## config.mk

```make
export PLATFORM = sky130hd
export DESIGN_NAME = seg_score_display
export DESIGN_NICKNAME = d
export VERILOG_FILES = /design/src/rtl/seg_score_display.sv
export SDC_FILE = /design/constraint.sdc
export NUM_CORES = 1
export LEC_CHECK = 0
export ABC_AREA = 1
export CAP_MARGIN = 20
export CORE_MARGIN = 2
export CORE_UTILIZATION = 51
export CTS_CLUSTER_SIZE = 8
export DETAILED_ROUTE_END_ITERATION = 12
export MAX_ROUTING_LAYER = met4
export PLACE_DENSITY = 0.77
export SYNTH_ARGS = -nofsm -noshare
export SYNTH_HDL_FRONTEND = slang
export SYNTH_SLANG_ARGS = --single-unit
```

## constraint.sdc

```tcl
create_clock -name CLK_50M -period 1.9 [get_ports CLK_50M]
set_input_delay 0.38 -clock CLK_50M [delete_from_list [all_inputs] [get_ports CLK_50M]]
set_output_delay 0.38 -clock CLK_50M [all_outputs]
set_load 0.01 [all_outputs]
```

## src/rtl/seg_score_display.sv

```systemverilog
// BCD score counter driven by edge-detected add/sub requests, with a
// multiplexed 7-segment scan display and optional leading-zero blanking.
module seg_score_display #(
  parameter int NUM_DIGITS  = 4,
  parameter int SCAN_CYCLES = 50000,
  parameter int ACTIVE_LOW  = 1,
  parameter int BLANK_LZ    = 1
) (
  input  logic                    CLK_50M,
  input  logic                    RST,
  input  logic                    add_cube,
  input  logic                    sub_cube,
  input  logic                    clr,
  output logic [4*NUM_DIGITS-1:0] point,
  output logic                    overflow,
  output logic [7:0]              seg_out,
  output logic [NUM_DIGITS-1:0]   sel
);

  localparam int IDX_W = (NUM_DIGITS > 1) ? $clog2(NUM_DIGITS) : 1;
  localparam int CNT_W = $clog2(SCAN_CYCLES);
  localparam logic [7:0]            SEG_OFF = (ACTIVE_LOW != 0) ? 8'hFF : 8'h00;
  localparam logic [NUM_DIGITS-1:0] SEL_OFF = (ACTIVE_LOW != 0) ? '1 : '0;

  logic                    add_q, sub_q, armed;
  logic                    add_edge, sub_edge;
  logic [4*NUM_DIGITS-1:0] point_inc, point_dec;
  logic                    inc_carry, dec_borrow;
  logic [CNT_W-1:0]        scan_cnt;
  logic [IDX_W-1:0]        digit_idx;
  logic [3:0]              cur_digit;
  logic                    cur_blank;
  logic [NUM_DIGITS-1:0]   sel_n;
  logic [7:0]              seg_n;

  // armed stays low for the first cycle after reset so an input already
  // high at release loads the edge register without counting.
  assign add_edge = armed & add_cube & ~add_q;
  assign sub_edge = armed & sub_cube & ~sub_q;

  function automatic logic [7:0] seg_lut(input logic [3:0] d);
    case (d)
      4'd0:    seg_lut = 8'hC0;
      4'd1:    seg_lut = 8'hF9;
      4'd2:    seg_lut = 8'hA4;
      4'd3:    seg_lut = 8'hB0;
      4'd4:    seg_lut = 8'h99;
      4'd5:    seg_lut = 8'h92;
      4'd6:    seg_lut = 8'h82;
      4'd7:    seg_lut = 8'hF8;
      4'd8:    seg_lut = 8'h80;
      4'd9:    seg_lut = 8'h90;
      default: seg_lut = 8'hFF;
    endcase
  endfunction

  always_comb begin
    point_inc = point;
    inc_carry = 1'b1;
    for (int unsigned i = 0; i < NUM_DIGITS; i++) begin
      if (inc_carry) begin
        if (point[4*i +: 4] == 4'd9) begin
          point_inc[4*i +: 4] = 4'd0;
        end else begin
          point_inc[4*i +: 4] = point[4*i +: 4] + 4'd1;
          inc_carry = 1'b0;
        end
      end
    end
  end

  always_comb begin
    point_dec  = point;
    dec_borrow = 1'b1;
    for (int unsigned i = 0; i < NUM_DIGITS; i++) begin
      if (dec_borrow) begin
        if (point[4*i +: 4] == 4'd0) begin
          point_dec[4*i +: 4] = 4'd9;
        end else begin
          point_dec[4*i +: 4] = point[4*i +: 4] - 4'd1;
          dec_borrow = 1'b0;
        end
      end
    end
  end

  always_ff @(posedge CLK_50M) begin
    if (RST) begin
      point    <= '0;
      overflow <= 1'b0;
      add_q    <= 1'b0;
      sub_q    <= 1'b0;
      armed    <= 1'b0;
    end else begin
      armed <= 1'b1;
      add_q <= add_cube;
      sub_q <= sub_cube;
      if (clr) begin
        point    <= '0;
        overflow <= 1'b0;
      end else if (add_edge && sub_edge) begin
        point <= point;
      end else if (add_edge) begin
        if (inc_carry) overflow <= 1'b1;
        else           point    <= point_inc;
      end else if (sub_edge) begin
        if (!dec_borrow) point <= point_dec;
      end
    end
  end

  always_ff @(posedge CLK_50M) begin
    if (RST) begin
      scan_cnt  <= '0;
      digit_idx <= '0;
    end else if (scan_cnt == CNT_W'(SCAN_CYCLES - 1)) begin
      scan_cnt  <= '0;
      digit_idx <= (digit_idx == IDX_W'(NUM_DIGITS - 1)) ? '0 : digit_idx + IDX_W'(1);
    end else begin
      scan_cnt <= scan_cnt + CNT_W'(1);
    end
  end

  // A digit is a leading zero when it and every digit above it are zero,
  // i.e. the score shifted down to that digit is zero.
  always_comb begin
    cur_digit = '0;
    cur_blank = 1'b0;
    sel_n     = '0;
    for (int unsigned i = 0; i < NUM_DIGITS; i++) begin
      if (digit_idx == IDX_W'(i)) begin
        sel_n[i]  = 1'b1;
        cur_digit = point[4*i +: 4];
        cur_blank = (BLANK_LZ != 0) && (i != 0) && ((point >> (4*i)) == '0);
      end
    end
    seg_n = cur_blank ? 8'hFF : seg_lut(cur_digit);
  end

  always_ff @(posedge CLK_50M) begin
    if (RST) begin
      sel     <= SEL_OFF;
      seg_out <= SEG_OFF;
    end else begin
      sel     <= (ACTIVE_LOW != 0) ? ~sel_n : sel_n;
      seg_out <= (ACTIVE_LOW != 0) ? seg_n : ~seg_n;
    end
  end

endmodule

```

==> impl_metrics.tcl, run 1 <==
set metrics [dict create \
    status "finished, final reports clean" \
    required_ns 1.52 \
    dieArea_um2 6260 \
    synth_edf_count 0 \
    viasPerCell 5.17 \
    core_area_um2 5470 \
    worstSetupPathType "flip-flop to primary output" \
    dp_cells 552 \
    pre_cts_ws_ns -0.0741 \
    grt-ovfl-total 0 \
    htreeDepth 2 \
    syn-cell-area_um2 2880 \
    num-fill-cells 454 \
    drv_cap 0 \
    cts_buffers 5 \
    first_iter_violations 112 \
    peakVddDrop_mv 0.467 \
    syn_avg_cell_area_um2 6.63 \
    final-hold-violation-count 0 \
    drc_errors 0 \
    path_buf_inv 1 \
    rows 27 \
    clock_skew_ns 0.00977 \
    drv_slew 0 \
    syn_inst 434 \
    cp_cell_sequence "clkdlybuf4s50_1" \
    clock_path_buffers 2 \
    p_leak_nw 1.59 \
    final_cell_mix "96 x nand2_1, 52 x nor2_1, 47 x dfxtp_1, 43 x inv_1, 40 x nand3_1" \
    hp-class "flip-flop to flip-flop" \
    wl_um 6680 \
    synth.distinct_cells 41 \
    worstSetupEndpointType "primary output" \
    yosysTopAreaCellShare 0.341 \
    fmax_mhz 543 \
    ff2ff_path_depth 12 \
    wl_per_cell_um 11.9 \
    yosys_warnings 0 \
    grt_pass1_vias 2679 \
    num_vias 2906 \
    drive_gt1_frac 0.171 \
    critPathMaxFanout 7 \
    r2r_start "digit_idx[1]" \
    antenna_found_initial 0 \
    numClockSinks 49 \
    crit_family "buffers and inverters" \
    clock_latency_ns 0.31 \
    die_w_um 79.1 \
    ant_nets 0 \
    gp_congestion 0.937 \
    ys_seq_area_frac 0.341 \
    die_h_um 79.1 \
    synthFlopType "dfxtp_1" \
    dr.pass1.iters 4 \
    io_buffers 32 \
    grt_max_degree 16 \
    startpoint_type "flip-flop" \
    synth_area_leaders "dfxtp_1 34%, nand2_1 13%, nand3_1 7.1%, nor2_1 6.8%, inv_1 6.3%" \
    startpoint "point[5]" \
    grt_pass1_wl_um 11400 \
    area_delta_synth_final_pct 28.4 \
    endpoint "point[5]" \
    layout_min_cycle_time_ns 1.84 \
    setup_viol 0 \
    ys_async_sr_fraction 0 \
    cts_root_buf "clkbuf_8" \
    power_density_nw_per_um2 624 \
    critPathSlowestCell "clkdlybuf4s50_1" \
    ys_ff_latch 49 \
    layout.nets 504 \
    multi_input_area_um2 1720 \
    syn-num-nets 449 \
    hold_slack_ns 0.452 \
    cp.depth 1 \
    arrival_ns 1.46 \
    post-route-util 0.675 \
    tns_ns 0 \
    layout.cells.non_filler 562 \
    final_common_cell "nand2_1" \
    grt_usage 0.230 \
    synth_top_cell_by_area "dfxtp_1" \
    critical_path.max_stage_delay_ns 0.61 \
    worst_slack_ns 0.0570 \
    ioPinCount 34 \
    clkTransAtPathRegs_ns 0.10 \
    holdBufCountCts 0 \
    r2r_slack_ns 0.09 \
    diodes 0 \
    seq_area_um2 988 \
    period_share 0.970 \
    r2r-end "seg_out[5]" \
    cts_tree "yes" \
    initial_core_util 0.526 \
    dp_hpwl_um 4920 \
]
==> layout make-up <==
class / instances / share of cell area
repair buffers: 58 / 0.150
clock inverters: 2 / 0.0105
multi-input cells: 316 / 0.466
flip-flops and latches: 49 / 0.268
well taps: 72 / 0.0244
inverters: 59 / 0.0626
clock buffers: 6 / 0.0196
==> per-stage QoR <==
stage | total power [mW] | cell area, µm²
6_report | 2.31 | 3690
3_3_place_gp | 1.55 | 3460
3_5_place_dp | 1.56 | 3460
2_1_floorplan | 1.40 | 2890
4_1_cts | 2.32 | 3620
5_1_grt | 2.42 | 3690
==> per-layer routing <==
metal | up-vias | wire [µm] | global-route usage
met1 | 1315 | 3020 | 0.268
met5 | - | 0 | -
met2 | 66 | 3320 | 0.406
met3 | 11 | 239 | 0.0318
met4 | 0 | 99 | 0.0810
li1 | 1514 | - | -
==> cell usage after synthesis (5+ instances only) <==
library cell	n
nand4_1	6
o21ai_0	17
ha_1	10
buf_2	5
nand2_1	97
nor2_2	8
o21ai_1	7
a21oi_1	35
nand3_1	41
o211ai_1	6
nor2_1	52
inv_1	48
inv_2	8
dfxtp_1	49
==> kinds of logic (layout without fill, tap and decap cells) <==
logic type,after synthesis,after routing,share of synthesized area
buffers and inverters,69,125,0.0991
other,1,1,0.00130
adders and majority gates,10,10,0.0435
and+or+nand+nor,228,228,0.362
xor gates and xnor gates,4,4,0.0122
DFF,49,49,0.341
AOI/OAI and AO/OA,73,73,0.141
==> worst reg2reg max path: stages (launching register included) <==
cell,delay (ns)
dfxtp_4,0.40
inv_6,0.05
ha_4,0.17
nand2_1,0.07
nand2_1,0.05
o211ai_1,0.08
nand2_1,0.11
o21ai_4,0.13
inv_2,0.07
ha_1,0.19
or2_4,0.25
nand3_1,0.07
nand3_1,0.06
==> flip-flops by register name (all words and copies together) (netlist names) <==
signal / count
sel: 4
overflow: 1
add_q: 1
sub_q: 1
digit_idx: 2
seg_out: 7
point: 16
armed: 1
scan_cnt: 16
==> how the worst min path moves through the flow <==
stage | slack, ns | to | startpoint | depth (start not counted)
6_report | 0.45 | scan_cnt[0] | scan_cnt[0] | 1
2_1_floorplan | 0.42 | scan_cnt[0] | scan_cnt[0] | 1
4_1_cts | 0.45 | scan_cnt[0] | scan_cnt[0] | 1
3_3_place_gp | 0.43 | scan_cnt[0] | scan_cnt[0] | 1
5_1_grt | 0.46 | scan_cnt[0] | scan_cnt[0] | 1
3_5_place_dp | 0.44 | scan_cnt[0] | scan_cnt[0] | 1
==> timing repair <==
| item | 4_1_cts | 5_1_grt |
|---|---|---|
| resized for setup | 11 | 16 |
| cloned | 0 | 0 |
| buffers inserted | 1 | 2 |
| pin swaps | 1 | 4 |
| endpoints found under the setup margin | 3 | 7 |
==> power by group <==
group	switching (mW)	total [mW]	internal, mW
sequential	0.0349	1.10	1.06
combinational	0.254	0.453	0.199
clock	0.361	0.756	0.396
total	0.649	2.31	1.66
Note: power is estimated with default switching activity, not from simulation.
==> run 2: changes to the inputs <==
Settings changed: REMOVE_ABC_BUFFERS from default to 1.
==> run 2 against run 1 <==
Die area did not move. Register-to-register slack hardly changed. Critical path depth stayed put. Sequential share of layout area increased by 0.16 points. Power is 6.2% lower. Clock power shrank 17%. Via count is 1.1% lower. Clock-buffer cell count fell by 1. Wire length is 2.6% higher. Setup slack improved by 0.023 ns. Worst hold slack improved by 0.013 ns. Critical path type unchanged.
==> impl_metrics.tcl, run 2 (synthesis gave the netlist of run 1 again) <==
set metrics [dict create \
    status "finished, final reports clean" \
    gp_congestion 0.920 \
    rows 27 \
    startpoint_type "flip-flop" \
    final_cell_mix "97 x nand2_1, 52 x nor2_1, 47 x dfxtp_1, 43 x inv_1, 40 x nand3_1" \
    cts_tree "yes" \
    area_delta_synth_final_pct 27.6 \
    cp_cell_sequence "clkdlybuf4s50_1" \
    wl_per_cell_um 12.1 \
    numClockSinks 49 \
    power_density_nw_per_um2 589 \
    post-route-util 0.671 \
    top_regs "point x16, scan_cnt x16, seg_out x7" \
    final-hold-violation-count 0 \
    die_w_um 79.1 \
    finalPower_mw 2.16 \
    arrival_ns 1.44 \
    p_leak_nw 1.60 \
    ant_nets 0 \
    startpoint "point[6]" \
    fmax_mhz 549 \
    ioPinCount 34 \
    drc_errors 0 \
    min_from "scan_cnt[14]" \
    wl_um 6850 \
    drv_cap 0 \
    cp.depth 1 \
    worstSetupEndpointType "primary output" \
    dr.pass1.iters 4 \
    initial_core_util 0.526 \
    cts_root_buf "clkbuf_8" \
    peakVddDrop_mv 0.315 \
    r2r_slack_ns 0.09 \
    ff2ff_path_depth 12 \
    required_ns 1.52 \
    grt-ovfl-total 0 \
    antenna_found_initial 0 \
    worstHoldPathCells 2 \
    diodes 0 \
    num-fill-cells 476 \
    fin_area_um2 3670 \
    clock_latency_ns 0.31 \
    seq_area_um2 988 \
    worstSetupPathType "flip-flop to primary output" \
    dieArea_um2 6260 \
    core_area_um2 5470 \
    holdBufCountCts 0 \
    grt_max_degree 18 \
    r2r_start "digit_idx[0]" \
    r2r-end "seg_out[6]" \
    critPathMaxFanout 10 \
    multi_input_area_um2 1710 \
    die_h_um 79.1 \
    htreeDepth 2 \
    crit_family "buffers and inverters" \
    num_vias 2875 \
    first_iter_violations 186 \
    place_area_um2 3450 \
    period_share 0.958 \
    setup_viol 0 \
    clock_skew_ns 0.00697 \
    final_common_cell "nand2_1" \
    cts_buffers 5 \
    grt_usage 0.229 \
    grt_pass1_wl_um 11200 \
    drive_gt1_frac 0.180 \
    layout_min_cycle_time_ns 1.82 \
    critPathSlowestCell "clkdlybuf4s50_1" \
    layout.nets 509 \
    critical_path.max_stage_delay_ns 0.60 \
    grt_pass1_vias 2540 \
    clkTransAtPathRegs_ns 0.09 \
    hp-class "flip-flop to flip-flop" \
    endpoint "point[6]" \
    drv_slew 0 \
    dp_hpwl_um 4910 \
    clock_path_buffers 2 \
    viasPerCell 5.07 \
    path_buf_inv 1 \
    io_buffers 32 \
]
-- run 2: cell count changes in the layout (fill, tap and decap cells not counted), sizes merged --
cell	delta
clkbuf	-1
clkinvlp	+1
bufinv	-1
buf	+5
inv	+1
-- run 2: layer usage --
layer,GRT usage,vias to the layer above,wire (µm)
met4,0.0724,0,76
met1,0.295,1289,3150
li1,-,1513,-
met3,0.0330,7,350
met5,-,-,0
met2,0.373,66,3270
-- run 2: timing repair --
action | 4_1_cts | 5_1_grt
hold endpoints to repair | 0 | 0
endpoints found under the setup margin | 6 | 6
buffers inserted | 0 | 2
resized for setup | 18 | 12
pin swaps | 2 | 3
-- run 2: through the flow --
stage          setup WS, ns  cells  setup TNS [ns]  hold WS (ns)
3_3_place_gp        -0.0403    557         -0.0855         0.429
4_1_cts              0.0145    565               0         0.466
3_5_place_dp         -0.101    557          -0.310         0.453
2_1_floorplan        -0.171    424          -0.400         0.418
6_report             0.0801    567               0         0.465
5_1_grt             -0.0207    567         -0.0451         0.493
-- run 2: worst min-delay path by stage --
stage / endpoint / slack [ns]
2_1_floorplan: scan_cnt[0] / 0.42
3_3_place_gp: scan_cnt[0] / 0.43
3_5_place_dp: scan_cnt[0] / 0.45
4_1_cts: scan_cnt[0] / 0.47
5_1_grt: scan_cnt[15] / 0.49
6_report: scan_cnt[14] / 0.46
-- run 2: report_power, final --
part           switching, mW  total, mW  internal (mW)
registers             0.0341       1.10           1.06
logic                  0.250      0.437          0.187
clock network          0.368      0.630          0.262
-- run 2: area by class of cell --
class                           instances  area share
Tap cell                               72      0.0245
Sequential cell                        49       0.269
Timing Repair Buffer                   63       0.154
Multi-Input combinational cell        316       0.465
Clock inverter                          3     0.00579
Inverter                               59      0.0624
Clock buffer                            5      0.0187
